$ cat src/rtl/uart_tx_arbiter.sv
// uart_tx_arbiter: shares one 8N1 transmitter byte interface among NUM_REQ
// requesters. Round-robin grant, held for a burst until the holder marks its
// last byte, sends MAX_BURST bytes, or stays idle for IDLE_TIMEOUT cycles.
module uart_tx_arbiter #(
  parameter  int NUM_REQ      = 4,
  parameter  int MAX_BURST    = 16,
  parameter  int IDLE_TIMEOUT = 64,
  localparam int ID_W         = $clog2(NUM_REQ)
) (
  input  logic                 clk,
  input  logic                 rst_n,
  input  logic [NUM_REQ-1:0]   req_valid,
  input  logic [8*NUM_REQ-1:0] req_data,
  input  logic [NUM_REQ-1:0]   req_last,
  output logic [NUM_REQ-1:0]   req_ready,
  output logic                 tx_data_valid,
  output logic [7:0]           tx_data,
  input  logic                 tx_data_ready,
  output logic                 grant_valid,
  output logic [ID_W-1:0]      grant_id
);

  // Counter widths cover the terminal value; a disabled limit keeps a 1-bit stub.
  localparam int BCNT_W = (MAX_BURST    > 0) ? $clog2(MAX_BURST + 1)    : 1;
  localparam int ICNT_W = (IDLE_TIMEOUT > 0) ? $clog2(IDLE_TIMEOUT + 1) : 1;
  localparam logic [BCNT_W-1:0] BURST_LAST = BCNT_W'((MAX_BURST    > 0) ? MAX_BURST - 1    : 0);
  localparam logic [ICNT_W-1:0] IDLE_LAST  = ICNT_W'((IDLE_TIMEOUT > 0) ? IDLE_TIMEOUT - 1 : 0);

  typedef enum logic {IDLE, GRANTED} state_t;

  state_t                    state_q;
  logic [ID_W-1:0]           grant_id_q;
  logic [ID_W-1:0]           ptr_q;
  logic [BCNT_W-1:0]         byte_cnt_q;
  logic [ICNT_W-1:0]         idle_cnt_q;

  logic [NUM_REQ-1:0][7:0]   req_bytes;
  logic                      pick_found;
  logic [ID_W-1:0]           pick_id;
  logic [ID_W:0]             cand;
  logic                      hold_valid;
  logic                      xfer;
  logic                      release_now;
  logic [ID_W-1:0]           ptr_next;

  assign req_bytes   = req_data;
  assign grant_valid = (state_q == GRANTED);
  assign grant_id    = grant_id_q;

  // Holder's byte is passed straight through; nothing leaks out while idle.
  assign hold_valid    = grant_valid && req_valid[grant_id_q];
  assign tx_data_valid = hold_valid;
  assign tx_data       = hold_valid ? req_bytes[grant_id_q] : 8'h00;
  assign xfer          = hold_valid && tx_data_ready;

  for (genvar i = 0; i < NUM_REQ; i++) begin : g_ready
    assign req_ready[i] = grant_valid && (grant_id_q == ID_W'(i)) && tx_data_ready;
  end

  // Any release condition ends the burst; coincident conditions are one release.
  assign release_now = (xfer && req_last[grant_id_q])
                    || ((MAX_BURST != 0) && xfer && (byte_cnt_q == BURST_LAST))
                    || ((IDLE_TIMEOUT != 0) && grant_valid && !req_valid[grant_id_q]
                        && (idle_cnt_q == IDLE_LAST));

  assign ptr_next = (grant_id_q == ID_W'(NUM_REQ - 1)) ? '0 : grant_id_q + ID_W'(1);

  // Round-robin search: first valid requester at or after the pointer, with wrap.
  always_comb begin
    pick_found = 1'b0;
    pick_id    = '0;
    cand       = '0;
    for (int k = 0; k < NUM_REQ; k++) begin
      cand = {1'b0, ptr_q} + (ID_W+1)'(k);
      if (cand >= (ID_W+1)'(NUM_REQ)) cand = cand - (ID_W+1)'(NUM_REQ);
      if (!pick_found && req_valid[cand[ID_W-1:0]]) begin
        pick_found = 1'b1;
        pick_id    = cand[ID_W-1:0];
      end
    end
  end

  // Grant FSM with saturating burst and idle counters.
  always_ff @(posedge clk or negedge rst_n) begin
    if (!rst_n) begin
      state_q    <= IDLE;
      grant_id_q <= '0;
      ptr_q      <= '0;
      byte_cnt_q <= '0;
      idle_cnt_q <= '0;
    end else begin
      case (state_q)
        IDLE: begin
          if (pick_found) begin
            state_q    <= GRANTED;
            grant_id_q <= pick_id;
            byte_cnt_q <= '0;
            idle_cnt_q <= '0;
          end
        end
        GRANTED: begin
          if (xfer && (byte_cnt_q != '1)) byte_cnt_q <= byte_cnt_q + BCNT_W'(1);
          if (req_valid[grant_id_q])      idle_cnt_q <= '0;
          else if (idle_cnt_q != '1)      idle_cnt_q <= idle_cnt_q + ICNT_W'(1);
          if (release_now) begin
            state_q <= IDLE;
            ptr_q   <= ptr_next;
          end
        end
        default: state_q <= IDLE;
      endcase
    end
  end

endmodule

$ cat config.mk
export PLATFORM = sky130hd
export DESIGN_NAME = uart_tx_arbiter
export DESIGN_NICKNAME = d
export VERILOG_FILES = /design/src/rtl/uart_tx_arbiter.sv
export SDC_FILE = /design/constraint.sdc
export NUM_CORES = 1
export LEC_CHECK = 0
export ABC_CLOCK_PERIOD_IN_PS = 3700
export CORE_UTILIZATION = 25
export DETAILED_ROUTE_END_ITERATION = 10
export GPL_ROUTABILITY_DRIVEN = 0
export GPL_TIMING_DRIVEN = 1
export SYNTH_ARGS = -nofsm -noshare
export SYNTH_HDL_FRONTEND = slang
export SYNTH_SLANG_ARGS = --single-unit
$ cat constraint.sdc
create_clock -name clk -period 3.7 [get_ports clk]
set_input_delay 0.74 -clock clk [delete_from_list [all_inputs] [get_ports clk]]
set_output_delay 0.74 -clock clk [all_outputs]
set_load 0.01 [all_outputs]
# Word level (Yosys, flattened, before mapping)
# Index checks and enable logic that the tools add are counted.
# totals
reg_bits,17
in_bits,43
out_inout_bits,16
wordCells,102
# op_classes
add_sub_neg,10
magnitude_cmp,9
eq_ne,10
n_mux,38
bitwise_logic,1
n_reduce_logical,29
# ops
operator,n
$mux 7,3
$logic_and 1x1->1,18
$mux 2,9
$bmux 8 s2,1
$mux 8,2
$lt 2x3->1 const B,5
$pmux 7 s2,1
$bmux 1 s2,6
$mux 1,12
$mux 5,2
$pmux 5 s2,1
$ge 3x3->1 const B,3
$reduce_and 2->1,4
$sub 2x1->2 const B,4
$add 7x1->7 const B,1
$eq 7x6->1 const B,1
$ne 7x7->1 const B,1
$add 2x2->3 const B,2
$add 5x1->5 const B,1
$eq 5x4->1 const B,1
$ne 5x5->1 const B,1
$eq 2x2->1 const B,2
$logic_not 1->1,4
$add 2x1->3 const B,1
other kinds (10),11

# Logic depth before layout (Yosys ltp)
# Gate-level depths: netlist of the first run.
# logic_depth
word_depth,16
ltp_mapped,7
depth_no_buf,7

# Worst setup path after synthesis of the first run
# No wires, ideal clock.
# synth_path
path_type,input to output
startpoint,input req_valid[3]
endpoint,output tx_data[0]
arrival_time_ps,1800
slack_ps,1160
path_stages,4
cell_sequence,mux4_2 > buf_2 > clkbuf_1 > and3_1
# synth_via
elab_chain_cells,4
# synth_rtl
item,line_no,text
"start, declared",12,"input logic [NUM_REQ-1:0] req_valid,"
$bmux 1 s2,51,assign hold_valid = grant_valid && req_valid[grant_id_q];
$mux 1 (not written as such),51,
$logic_and 1x1->1,51,
$mux 8,53,assign tx_data = hold_valid ? req_bytes[grant_id_q] : 8'h00;
"end, declared",17,"output logic [7:0] tx_data,"
# No other way between the ends. The select of a mux whose other input is x is not followed.

# Worst setup path after layout of the first run
# layout_path
startpoint,input req_valid[0]
endpoint,output tx_data[6]
# The elaborated chain is that of the path after synthesis.

==> results of run 1 <==
[power groups by stage]
stage	clock network (mW)	logic, mW	registers [mW]
after CTS	0.148	0.741	0.312
after detailed placement	0	0.739	0.315
after global placement	0	0.736	0.316
after global routing	0.157	0.816	0.324
final	0.143	0.732	0.314
after floorplan	0	0.455	0.299
[state kept, by name, summed over array words and instances (netlist names)]
signal	cells
idle_cnt_q	7
grant_id	2
byte_cnt_q	5
ptr_q	2
grant_valid	1
[worst max-delay path, stage by stage]
cell             delay, ps
clkdlybuf4s50_1        490
mux4_2                 660
and3_1                 230
clkdlybuf4s50_1        480
[cells in the final DEF (no fill, tap or decap), types with 3 or more instances in the layout]
cell type and instances:
a21oi_1 4, and3_1 14, buf_4 3, clkbuf_8 3
clkdlybuf4s50_1 58, dfrtp_1 17, ha_1 8, inv_1 10
mux2i_1 6, mux4_2 9, nand2_1 13, nand3_1 4
nand4_1 3, nor2_1 8, o21ai_0 8
[area by class of cell]
type | count | area, sq um | share of cell area (%)
clock buffers | 4 | 45.0 | 2.12
inverters | 10 | 37.5 | 1.76
multi-input cells | 114 | 928 | 43.6
flip-flops and latches | 17 | 425 | 20.0
well taps | 72 | 90.1 | 4.23
repair buffers | 61 | 603 | 28.3
[per-layer routing]
| layer | vias to the layer above | GRT usage (%) |
|---|---|---|
| met5 | - | 0 |
| met4 | 0 | 3.77 |
| met3 | 2 | 3.06 |
| met2 | 23 | 21.8 |
| met1 | 675 | 19.3 |
| li1 | 686 | - |
[final timing paths]
kind,start,end,cells past startpoint
setup reg to reg,grant_id[1],idle_cnt_q[5],6
setup / recovery,req_valid[0],tx_data[6],4
hold / removal,byte_cnt_q[3],byte_cnt_q[3],1
min in group asynchronous,rst_n,idle_cnt_q[1],1
hold reg to reg,byte_cnt_q[3],byte_cnt_q[3],1
max in group asynchronous,rst_n,byte_cnt_q[4],1
[cells by family after synthesis]
family	Yosys count	share of synthesized area, %
simple gates	58	22.8
compound gates	31	14.7
buf+inv	18	5.09
flops	17	29.8
mux	16	20.0
fa+ha+maj	8	7.02
xor+xnor	1	0.614
==> summary.txt, run 1 <==
Global routing
  – First-pass GRT wire length: 6670 microns
  – Number of global-route vias before repair: 1354
  – Initial antenna violation count: 0
  – Largest net degree at the start of global routing: 28
  – Grt total ovfl: 0
  – Total Routing Usage GR: 13.9%

Synthesis
  – Asr flop ratio synth: 100%
  – EDFF count, synth: 0
  – Syn Nets: 200
  – Most frequent cell after synthesis: dfrtp_1
  – Top-area cell type share of the netlist area: 29.8%
  – Syn Inst Count: 149
  – Ys Warns: 0
  – Top FF cell, synth: dfrtp_1
  – Register area share after synthesis: 29.8%
  – Commonest cells in the netlist: 17 x dfrtp_1, 14 x and3_1, 13 x nand2_1
  – Synth top area cells: dfrtp_1 30%, mux4_2 14%, ha_1 7.0%
  – Cell variety after synth: 48
  – Cell taking the most area after synthesis: dfrtp_1
  – Synthesized flop and latch total: 17
  – Post-Syn Area per Cell: 9.57 sq um
  – Cell area after synthesis: 1430 sq um

Routing
  – Post-route ant nets: 0
  – DR WL/cell: 14.0 microns
  – Max layer used: met4
  – Initial DRC count: 91
  – Detailed Route WL: 3890 microns
  – DR pass1 iterations: 4
  – Wire length on met3: 132 microns
  – DRT met1 WL: 1870 microns
  – Vias/cell: 4.99
  – DRC viols: 0
  – Met2 routed WL: 1870 microns
  – Vias: 1386

Floorplan
  – Die Area: 6010 sq um
  – Cell Rows: 27
  – Horiz. Die Dim: 77.5 microns
  – Ports: 59
  – Die Y: 77.5 microns
  – Core area: 5510 sq um
  – Starting Density: 25.9%

STA
  – Fin. max-slew vios: 0
  – Slew headroom: 46.3%
  – Hold slack: 479 ps
  – Final Setup Violations: 0
  – Final Hold Viols: 0
  – Setup repair after global routing missed its margin: no
  – Min cycle time layout: 3340 ps
  – Max Clock Freq: 0.300 GHz
  – Worst slew pin tran: 803 ps
  – Period utilization: 90.2%
  – Final TNS setup: 0 ps
  – Setup slack after layout: 362 ps
  – Clock Skew: 4.19 ps

CTS
  – CTS Buf Count: 3
  – Postcts setup bufs: 0
  – Clk buf depth: 2
  – CTS tree: done
  – Clock transition at path regs: 70 ps
  – Cts-stage hold buffer count: 0
  – H-Tree Depth: 1
  – PostCTS Resize Cnt: 0
  – Root buffer cell: clkbuf_8
  – Total clock sinks: 17
  – Skew-Pair Late Insertion Delay: 250 ps

Placement
  – Post-placement cell count: 274
  – PortBufs: 58
  – Setup WS pre-CTS: 362 ps
  – Area after DPL: 2080 sq um
  – Post-DP HPWL: 3080 microns

Layout
  – Fin util: 38.7%
  – Area delta synth->final: 49.3%
  – Non-Filler Instances: 278
  – ANT cells: 0
  – Filler cells: 541
  – Layout net count: 258
  – Finished Cell Area: 2130 sq um
  – Layout cell share with drive strength beyond 1: 8.74%

Flow run
  – Maxcap violations: 0

Power
  – Clock share of power: 12.1%
  – LEAKAGE: 0.885 nW
  – Sequential share of power: 26.4%
  – Internal cell power: 0.719 mW
  – Comb power frac: 61.6%
  – Worst vdd ir: 0.294 mV
  – Post-layout total power: 1.19 mW
  – Switching Share: 39.5%
  – Pwr Density: 558 nW/um^2
  – P_sw: 0.469 mW

Critical path
  – Setup slack, reg-to-reg: 1510 ps
  – Launching element type of the critical path: primary input
  – Critical path endpoint category: primary output
  – Required time of the critical path: 2960 ps
  – CP arrival: 2600 ps
  – Crit Path Max Fanout: 17
  – Critical path class: primary input to primary output

Status
  – Status: finished, final reports clean

Worst hold path
  – Class of the worst hold path: flop to flop
Note: power is estimated with default switching activity, not from simulation.
==> run 2, diff against run 1 <==
--- a/config.mk
+++ b/config.mk
@@ -5,7 +5,7 @@
 export SDC_FILE = /design/constraint.sdc
 export NUM_CORES = 1
 export LEC_CHECK = 0
-export ABC_CLOCK_PERIOD_IN_PS = 3700
+export ABC_CLOCK_PERIOD_IN_PS = 3000
 export CORE_UTILIZATION = 25
 export DETAILED_ROUTE_END_ITERATION = 10
 export GPL_ROUTABILITY_DRIVEN = 0
==> constraint.sdc (replaced) <==
create_clock -name clk -period 3 [get_ports clk]
set_input_delay 0.6 -clock clk [delete_from_list [all_inputs] [get_ports clk]]
set_output_delay 0.6 -clock clk [all_outputs]
set_load 0.01 [all_outputs]
==> run 2 against run 1 <==
Effect of this change: clock power increased by 25%; cell area up 3.9%; wire length rose by 11%; largest power group unchanged; total power is 30% higher; combinational power rose by 31%; largest cell class unchanged; critical path type unchanged.
==> summary.txt, run 2 (synthesis results as in run 1) <==
Placement
  – Post-DP HPWL: 3220 microns (+4.5%)
  – PortBufs: 58 (unchanged)
  – Post-placement cell count: 280 (+2.2%)

Critical path
  – Max incr delay on CP: 570 ps (-90 ps)
  – Worst Path Buf+Inv: 2 (unchanged)
  – Critical path class: primary input to primary output
  – Critical path endpoint category: primary output
  – Crit Path Max Fanout: 6 (-11)
  – CP arrival: 2340 ps (-260 ps)
  – Worst-path cell chain: clkdlybuf4s50_1 > mux4_2 > and3_1 > clkdlybuf4s50_1
  – CP dominant cell by count: clkdlybuf4s50_1
  – Launching element type of the critical path: primary input
  – Critical path's top delay family: buffers and inverters
  – Critical Path Slowest Stage Cell: mux4_2
  – Required time of the critical path: 2400 ps (-560 ps)

CTS
  – Total clock sinks: 17 (unchanged)
  – Root buffer cell: clkbuf_8
  – Clock transition at path regs: 60 ps (about the same)
  – Skew-Pair Late Insertion Delay: 260 ps (about the same)
  – CTS Buf Count: 3 (unchanged)
  – Clk buf depth: 2 (unchanged)
  – H-Tree Depth: 1 (unchanged)
  – CTS tree: done
  – Cts-stage hold buffer count: 0 (unchanged)

Floorplan
  – Die Y: 77.5 microns (unchanged)
  – Horiz. Die Dim: 77.5 microns (unchanged)
  – Die Area: 6010 sq um (unchanged)
  – Core area: 5510 sq um (unchanged)
  – Starting Density: 25.9% (unchanged)
  – Cell Rows: 27 (unchanged)
  – Ports: 59 (unchanged)

Global routing
  – Largest net degree at the start of global routing: 28 (unchanged)
  – Global-route met1 utilization: 19.7% (+0.42 points)
  – Met2 usage: 23.3% (+1.5 points)
  – Initial antenna violation count: 0 (unchanged)
  – First-pass GRT wire length: 6980 microns (+4.5%)
  – Number of global-route vias before repair: 1402 (+3.5%)
  – Total Routing Usage GR: 14.4% (+0.45 points)
  – Grt total ovfl: 0 (unchanged)
  – GR peak layer: met2
  – GRT met3 Usage: 3.06% (unchanged)

Routing
  – Vias/cell: 5.02 (+0.71%)
  – DRC viols: 0 (unchanged)
  – Detailed Route WL: 4310 microns (+11%)
  – Initial DRC count: 85 (-6.6%)
  – Post-route ant nets: 0 (unchanged)
  – DR WL/cell: 15.1 microns (+8.2%)
  – Vias: 1431 (+3.2%)
  – DR pass1 iterations: 4 (unchanged)

Layout
  – Largest regs: idle_cnt_q x7, byte_cnt_q x5
  – Max reg flops: 7 (unchanged)
  – Non-Filler Instances: 285 (+2.5%)
  – Filler cells: 558 (+3.1%)
  – Biggest register: idle_cnt_q
  – Storage cell area: 425 sq um (unchanged)
  – Multi-input gate area in the final layout: 951 sq um (+2.4%)
  – ANT cells: 0 (unchanged)
  – Commonest non-fill, non-tap cell in the layout: clkdlybuf4s50_1
  – Most frequent cells in the layout: 57 x clkdlybuf4s50_1, 17 x dfrtp_1, 14 x and3_1
  – Area delta synth->final: 55.2%
  – Layout cell share with drive strength beyond 1: 12.2% (+3.5 points)
  – Layout net count: 265 (+2.7%)

Power
  – Pwr Density: 697 nW/um^2 (+25%)
  – LEAKAGE: 0.936 nW (+5.8%)
  – Worst vdd ir: 0.335 mV (+14%)

Worst hold path
  – Class of the worst hold path: flop to flop

STA
  – Final Setup Violations: 0 (unchanged)
  – Worst slew pin tran: 812 ps (+8.74 ps)
  – Fin. max-slew vios: 0 (unchanged)
  – Slew headroom: 45.7% (-0.58 points)
  – Setup repair after global routing missed its margin: no
  – Final TNS setup: 0 ps (unchanged)
  – Final Hold Viols: 0 (unchanged)
  – Max Clock Freq: 0.340 GHz
  – Period utilization: 98.0%
  – Clock Skew: 11.2 ps (+7.00 ps)
  – Min cycle time layout: 2940 ps
  – Hold slack: 483 ps (+4.22 ps)

Status
  – Status: finished, final reports clean

Flow run
  – Maxcap violations: 0 (unchanged)
-- run 2: cell count changes in the layout (fill, tap and decap cells not counted), sizes merged --
cell	previous run	this run
clkinv	0	1
mux4	9	10
buf	3	9
dlymetal6s2s	0	1
clkbuf	4	3
clkdlybuf4s50	58	57
-- run 2: layout make-up --
| cell class | count | share of cell area [%] |
|---|---|---|
| Clock inverter | 1 | 0.226 |
| Inverter | 10 | 1.70 |
| Timing Repair Buffer | 67 | 30.0 |
| Sequential cell | 17 | 19.2 |
| Tap cell | 72 | 4.07 |
| Clock buffer | 3 | 1.87 |
| Multi-Input combinational cell | 115 | 43.0 |
-- run 2: final timing paths --
kind / to / depth (start not counted) / startpoint / slack, ps
setup / recovery: tx_data[0] / 4 / req_valid[1] / 60
hold / removal: byte_cnt_q[3] / 1 / byte_cnt_q[3] / 480
setup reg to reg: idle_cnt_q[5] / 5 / grant_id[0] / 800
hold reg to reg: byte_cnt_q[3] / 1 / byte_cnt_q[3] / 480
max in group asynchronous: grant_id[1] / 1 / rst_n / 1680
min in group asynchronous: idle_cnt_q[2] / 1 / rst_n / 800
-- run 2: power by group --
part	total [mW]	leakage (nW)	switching, mW	internal, mW
clock network	0.179	0.0255	0.0865	0.0924
registers	0.405	0.221	0.111	0.294
logic	0.959	0.689	0.413	0.546
-- run 2: stage by stage --
step | total power, mW | setup slack [ps] | cell area (sq um) | utilization, %
global route | 1.67 | 14.6 | 2210 | 40.2
detailed placement | 1.35 | 4.47 | 2140 | 38.9
CTS | 1.53 | 2.35 | 2190 | 39.7
floorplan | 0.931 | 731 | 1430 | -
global placement | 1.34 | 26.6 | 2140 | 38.9
finish | 1.54 | 59.9 | 2210 | 40.2
-- run 2: repair_timing --
action,CTS,global route
endpoints found under the setup margin,0,9
buffers inserted,0,0
resized for setup,0,2
-- run 2: routing by layer --
metal  vias up  wire [microns]
li1        700               -
met3         7             155
met5         -               0
met2        32            1980
met1       692            2140
met4         0              31
